### src/rtl/sprite_pkg.sv
// Shared types and constants for the sprite line fetcher.
// Colour type, transparent key, screen size, fetch FSM states.
package sprite_pkg;

  typedef logic [11:0] rgb444_t;

  localparam rgb444_t KEY_COLOR = 12'h808;

  localparam int H_ACTIVE = 640;
  localparam int V_ACTIVE = 480;

  localparam int SPR_W_DEF = 21;
  localparam int SPR_H_DEF = 41;

  typedef enum logic [1:0] {
    IDLE,
    FETCH,
    DONE
  } fetch_state_t;

endpackage

### src/rtl/sprite_line_buffer.sv
// One sprite row: DEPTH entries of {opaque, rgb444}.
// Ports: clk/rst_n, one write port (i_we/i_waddr/i_wcolor/i_wopq), one comb read port.
module sprite_line_buffer
  import sprite_pkg::*;
#(
  parameter int unsigned DEPTH = 21,
  parameter int unsigned AW    = 5
) (
  input  logic          i_clk,
  input  logic          i_rst_n,
  input  logic          i_we,
  input  logic [AW-1:0] i_waddr,
  input  rgb444_t       i_wcolor,
  input  logic          i_wopq,
  input  logic [AW-1:0] i_raddr,
  output rgb444_t       o_rcolor,
  output logic          o_ropq
);

  logic [12:0] r_mem [DEPTH];

  logic w_wr_ok;
  logic w_rd_ok;

  assign w_wr_ok = i_we && (32'(i_waddr) < DEPTH);
  assign w_rd_ok = 32'(i_raddr) < DEPTH;

  always_ff @(posedge i_clk or negedge i_rst_n) begin
    if (!i_rst_n) begin
      for (int i = 0; i < DEPTH; i++) begin
        r_mem[i] <= '0;
      end
    end else if (w_wr_ok) begin
      r_mem[i_waddr] <= {i_wopq, i_wcolor};
    end
  end

  always_comb begin
    o_rcolor = '0;
    o_ropq   = 1'b0;
    if (w_rd_ok) begin
      {o_ropq, o_rcolor} = r_mem[i_raddr];
    end
  end

endmodule

### src/rtl/sprite_line_fetcher.sv
// Fetches one sprite row from a palette ROM during hblank, then serves
// registered pixel_on/pixel_color for draw_x. Ports: line request in, ROM side, draw side.
module sprite_line_fetcher #(
  parameter int unsigned SPR_W     = 21,
  parameter int unsigned SPR_H     = 41,
  parameter logic [11:0] KEY_COLOR = sprite_pkg::KEY_COLOR
) (
  input  logic        Clk,
  input  logic        Reset_n,
  input  logic        line_start,
  input  logic [9:0]  next_y,
  input  logic [9:0]  sprite_x,
  input  logic [9:0]  sprite_y,
  input  logic        flip,
  output logic [9:0]  rom_addr,
  input  logic [11:0] rom_color,
  input  logic [9:0]  draw_x,
  output logic        pixel_on,
  output logic [11:0] pixel_color,
  output logic        busy,
  output logic        done
);

  import sprite_pkg::*;

  localparam int unsigned CW = $clog2(SPR_W);

  fetch_state_t r_state;
  fetch_state_t w_next;

  logic [9:0]    r_x_lat;
  logic          r_flip_lat;
  logic [CW-1:0] r_col;
  logic [9:0]    r_base;
  logic          r_line_valid;
  logic          r_pixel_on;
  rgb444_t       r_pixel_color;

  logic [9:0]    w_row;
  logic          w_in_range;
  logic          w_last;
  logic [CW-1:0] w_colm;

  logic [9:0]    w_idx;
  logic          w_hit;
  logic [CW-1:0] w_raddr;
  rgb444_t       w_rcolor;
  logic          w_ropq;
  logic          w_on;

  // Unsigned row; next_y < sprite_y wraps, so test both bounds.
  assign w_row      = next_y - sprite_y;
  assign w_in_range = (next_y >= sprite_y)
                   && (w_row < 10'(SPR_H));
  assign w_last     = (r_col == CW'(SPR_W - 1));

  // State register
  always_ff @(posedge Clk or negedge Reset_n) begin
    if (!Reset_n) begin
      r_state <= IDLE;
    end else begin
      r_state <= w_next;
    end
  end

  // Next state: line_start restarts from any state
  always_comb begin
    w_next = r_state;
    if (line_start) begin
      w_next = w_in_range ? FETCH : DONE;
    end else begin
      unique case (r_state)
        IDLE:    w_next = IDLE;
        FETCH:   w_next = w_last ? DONE : FETCH;
        DONE:    w_next = IDLE;
        default: w_next = IDLE;
      endcase
    end
  end

  // Outputs
  always_comb begin
    busy     = (r_state == FETCH);
    done     = (r_state == DONE);
    w_colm   = r_flip_lat
             ? CW'(SPR_W - 1) - r_col
             : r_col;
    rom_addr = '0;
    if (busy) begin
      rom_addr = r_base + 10'(w_colm);
    end
  end

  // Request latches and column counter
  always_ff @(posedge Clk or negedge Reset_n) begin
    if (!Reset_n) begin
      r_x_lat      <= '0;
      r_flip_lat   <= 1'b0;
      r_col        <= '0;
      r_base       <= '0;
      r_line_valid <= 1'b0;
    end else if (line_start) begin
      r_x_lat      <= sprite_x;
      r_flip_lat   <= flip;
      r_col        <= '0;
      r_base       <= w_row * 10'(SPR_W);
      r_line_valid <= 1'b0;
    end else if (busy) begin
      if (w_last) begin
        r_line_valid <= 1'b1;
      end else begin
        r_col <= r_col + 1'b1;
      end
    end
  end

  sprite_line_buffer #(
    .DEPTH (SPR_W),
    .AW    (CW)
  ) u_buf (
    .i_clk    (Clk),
    .i_rst_n  (Reset_n),
    .i_we     (busy),
    .i_waddr  (r_col),
    .i_wcolor (rom_color),
    .i_wopq   (rom_color != KEY_COLOR),
    .i_raddr  (w_raddr),
    .o_rcolor (w_rcolor),
    .o_ropq   (w_ropq)
  );

  // Draw path
  assign w_idx   = draw_x - r_x_lat;
  assign w_hit   = (draw_x >= r_x_lat)
                && (w_idx < 10'(SPR_W));
  assign w_raddr = w_hit ? w_idx[CW-1:0] : '0;
  // Masked while busy so a half-written row never shows
  assign w_on    = r_line_valid & ~busy
                 & w_hit & w_ropq;

  always_ff @(posedge Clk or negedge Reset_n) begin
    if (!Reset_n) begin
      r_pixel_on    <= 1'b0;
      r_pixel_color <= '0;
    end else begin
      r_pixel_on    <= w_on;
      r_pixel_color <= w_on ? w_rcolor : '0;
    end
  end

  assign pixel_on    = r_pixel_on;
  assign pixel_color = r_pixel_color;

endmodule

### config.mk
export PLATFORM = sky130hd
export DESIGN_NAME = sprite_line_fetcher
export DESIGN_NICKNAME = d
export VERILOG_FILES = /design/src/rtl/sprite_pkg.sv /design/src/rtl/sprite_line_buffer.sv /design/src/rtl/sprite_line_fetcher.sv
export SDC_FILE = /design/constraint.sdc
export NUM_CORES = 1
export LEC_CHECK = 0
export BUFFER_PORTS_ARGS = -buffer_cell sky130_fd_sc_hd__buf_4
export CORE_UTILIZATION = 30
export CTS_CLUSTER_DIAMETER = 150
export DETAILED_ROUTE_END_ITERATION = 8
export PLACE_DENSITY_LB_ADDON = 0.2
export SLEW_MARGIN = 30
export SYNTH_ARGS = -nofsm -noshare
export SYNTH_HDL_FRONTEND = slang
export SYNTH_SLANG_ARGS = --single-unit
### constraint.sdc
create_clock -name Clk -period 3.45 [get_ports Clk]
set_input_delay 0.345 -clock Clk [delete_from_list [all_inputs] [get_ports Clk]]
set_output_delay 0.345 -clock Clk [all_outputs]
set_load 0.05 [all_outputs]
==> results.ini <==
[critical_path]
worst-setup-path-type = register to register
critical_path.max_fanout = 6
r2r_worst_path_depth = 18
reg2reg_slack_ns = -0.22
worst_ep_required_time_ns = 3.89
endpoint_of_the_worst_register_to_register_path = pixel_color[5]
crit_path_end_kind = register
worst-endpoint-arrival_ns = 4.11
startpoint_type = register
cpMaxStageDelayCell = sky130_fd_sc_hd__fa_4
crit_path_max_incr_delay_ns = 0.45
critical_path.cell_chain = ha_4, inv_2, fa_4, a211oi_4, buf_4, nor4_2, o21ai_2, a2bb2oi_2, a21oi_2, a2111oi_4, buf_4, buf_12, and2_4, and2b_2, buf_6, a221oi_1, buf_4, a31oi_2
r2r_start = r_x_lat[0]
cp_dominant_cell_by_count = sky130_fd_sc_hd__buf_4

[global_route]
grt_usage_pct = 17.8
grt_antenna_before_repair = 0
grt_remaining_overflow = 0
first_global_vias = 11863
grt_start_max_net_pins = 93
first_pass_grt_wire_length_um = 73200

[timing]
grt_setup_unrepaired = true
worst_rel_slew_slack_pct = 44.0
whs_ns = 0.0283
period_share_pct = 106
report.final.setup_viol = 14
drv_slew = 0
fmax_mhz = 272
tightestPinTransition_ns = 0.837
fin_crit_ns = 3.67
final-hold-violation-count = 0
final.setup_skew_ns = 0.0277
post-route-worst-setup-slack_ns = -0.221

[worst_hold_path]
min_path_type = input port to register
hold-path-cell-count = 3
hold_end = r_x_lat[9]
min-delay-start = sprite_x[9]

[clock_tree]
max-clock-path-buffers = 3
tritoncts.num_buffers = 39
tritoncts = done
cts.sink_count = 315
cts_htree_levels = 2
cts_root_buffer = sky130_fd_sc_hd__clkbuf_16
clock_insertion_delay_worst_skew_ns = 0.56
clk_transition_reported_paths_ns = 0.06

[pwr]
clockPowerShare_pct = 38.1
worst_ir_drop_vdd_uv = 285
power.combinational.fraction_pct = 25.0
pwr-share-seq_pct = 36.9
netSwitchingPower_mw = 3.18
p_int_mw = 7.90
p_leak_nw = 9.14
p_per_cell_area_nw_per_um2 = 541
power.share.switching_pct = 28.7

[drt]
detailedRoute.firstPassIterationCount = 7
detailroute.via_count = 11585
wirelength_um = 47700
post-route-drc-count = 2
drt.antenna.violating_nets = 0
avgRoutedWirePerCell_um = 21.1
routed_via_density = 5.11
drc_marker_count_from_the_first_detailed_route_iteration = 625

[placement]
dp_worst_setup_slack_ns = -0.857
hpwl_um = 31000
portBuffers = 80
dpl_cell_area_sq_um = 18500
gpl.final_weighted_congestion = 0.785

[die]
dieArea_sq_um = 54800
initial_utilization_pct = 30.6
dieWidth_um = 234
floorplan.core_area_sq_um = 52900
floorplan.rows = 84
floorplan.io_pins = 81
die_height_um = 234

[yosys]
post_synth.cell_area_avg_sq_um = 11.8
synth_nets = 1477
netlist_instances = 1369
synth-warning-count = 0
synth_seq_cells = 315
synthFlopType = sky130_fd_sc_hd__dfrtp_1
synth.cell_area_sq_um = 16200
yosysTopAreaCell = sky130_fd_sc_hd__dfrtp_1
number_of_enable_type_register_cells_in_the_synthesized_netlist = 0
yosysSeqAreaShare_pct = 48.8
yosys-top-cells-area = sky130_fd_sc_hd__dfrtp_1 49%, sky130_fd_sc_hd__mux2_2 18%, sky130_fd_sc_hd__mux2i_1 4.0%, sky130_fd_sc_hd__ha_1 3.5%, sky130_fd_sc_hd__o21ai_0 2.3%
yosysTopAreaCellShare_pct = 48.8
post_synth_num_cell_types = 68
postSynth.asyncResetShare_pct = 100

[job]
max-cap-violations = 0

[cells_and_area]
mostFrequentLayoutCell = sky130_fd_sc_hd__dfrtp_1
antenna-diode-count = 0
area_delta_synth_final_pct = 26.6
fraction_of_layout_cells_with_a_size_suffix_above_1_pct = 41.2
final_net_count = 1659
most-common-layout-cells = 315 x sky130_fd_sc_hd__dfrtp_1, 261 x sky130_fd_sc_hd__mux2_2, 197 x sky130_fd_sc_hd__buf_4
final_design_area_no_fill_sq_um = 20500

[run_status]
run_status = finished with violations
failing_checks = DRC, setup timing

through the flow:
stage	instances	TNS, ns	power (mW)	utilization, %
6_report	2265	-2.57	11.1	38.7
5_1_grt	2265	-5.23	11.7	38.7
4_1_cts	2256	-2.34	11.2	38.2
3_5_place_dp	2164	-6.44	6.75	34.9
3_3_place_gp	2164	-6.60	6.72	34.9
2_1_floorplan	1369	-0.627	5.77	-
synth_stat cells (all sizes together) (5+ instances only):
master / n
a221oi: 24
o21bai: 6
buf: 24
dfrtp: 315
nor2b: 11
a31oi: 16
mux2i: 65
a21o: 24
nor2: 49
a21oi: 48
nand2b: 6
inv: 43
nor3: 8
o2111a: 12
nand3: 23
a211oi: 19
mux2: 262
o21ai: 75
and2: 19
clkbuf: 74
xnor2: 17
fa: 7
a211o: 24
and3: 6
xor2: 15
o22ai: 13
nand2: 72
nand4: 7
ha: 45
nor4: 5
worst max path at each step:
stage                      to        from  slack [ns]
4_1_cts        pixel_color[0]  r_x_lat[0]       -0.20
3_3_place_gp        r_base[9]   next_y[0]       -0.86
6_report       pixel_color[5]  r_x_lat[0]       -0.22
5_1_grt        pixel_color[1]  r_x_lat[0]       -0.42
3_5_place_dp        r_base[9]   next_y[0]       -0.86
2_1_floorplan       r_base[9]   next_y[0]       -0.58
worst max-delay path, delay by kind of cell, from the launching register on:
family,cells,cell delay [ns]
flip-flops,1,0.39
AO/OA/AOI/OAI,7,1.27
AND/OR/NAND/NOR,3,0.44
adder cells (fa/ha/maj),2,0.60
buffers and inverters,6,0.85
flip-flops by register name (all words and copies together) (netlist names):
| signal | count |
|---|---|
| r_x_lat | 10 |
| r_col | 5 |
| pixel_on | 1 |
| r_base | 10 |
| r_state | 2 |
| pixel_color | 12 |
| r_line_valid | 1 |
| u_buf.r_mem | 273 |
| r_flip_lat | 1 |
timing repair:
item | in CTS | in global routing
gates resized for setup | 50 | 42
hold buffers | 10 | 0
setup buffers | 16 | 8
gates cloned | 4 | 1
endpoints found under the hold margin | 95 | 0
setup endpoints to repair | 18 | 18
pin swaps | 35 | 32
kinds of logic (layout without fill, tap and decap cells):
logic type | after synthesis | count (layout) | share of synthesized area, %
buffers and inverters | 143 | 349 | 3.58
xor gates and xnor gates | 32 | 32 | 1.78
and+or+nand+nor | 223 | 225 | 6.81
AOI/OAI and AO/OA | 275 | 275 | 12.2
adders and majority gates | 52 | 52 | 4.35
DFF | 315 | 315 | 48.8
muxes | 329 | 329 | 22.6
power groups by stage:
stage	sequential [mW]	combinational (mW)	clock, mW
CTS	4.08	2.75	4.33
global placement	4.13	2.59	0
floorplan	4.10	1.68	0
global route	4.11	3.07	4.48
finish	4.09	2.77	4.22
detailed placement	4.14	2.60	0
final cells by class:
class	instances	area (sq um)
Clock inverter	13	184
Multi-Input combinational cell	913	8140
Fill cell	5066	32400
Timing Repair Buffer	237	2090
Clock buffer	54	1130
Tap cell	688	861
Inverter	45	181
Sequential cell	315	7880
metal layers:
metal | vias to the layer above | GRT usage (%) | part of all wire [%]
met4 | 0 | 5.22 | 2.1
met2 | 200 | 29.2 | 47
met5 | - | 0 | 0
met1 | 5989 | 24.1 | 47
met3 | 68 | 2.59 | 3.6
li1 | 5328 | - | -
No activity file was read; power rests on OpenSTA's default activity.
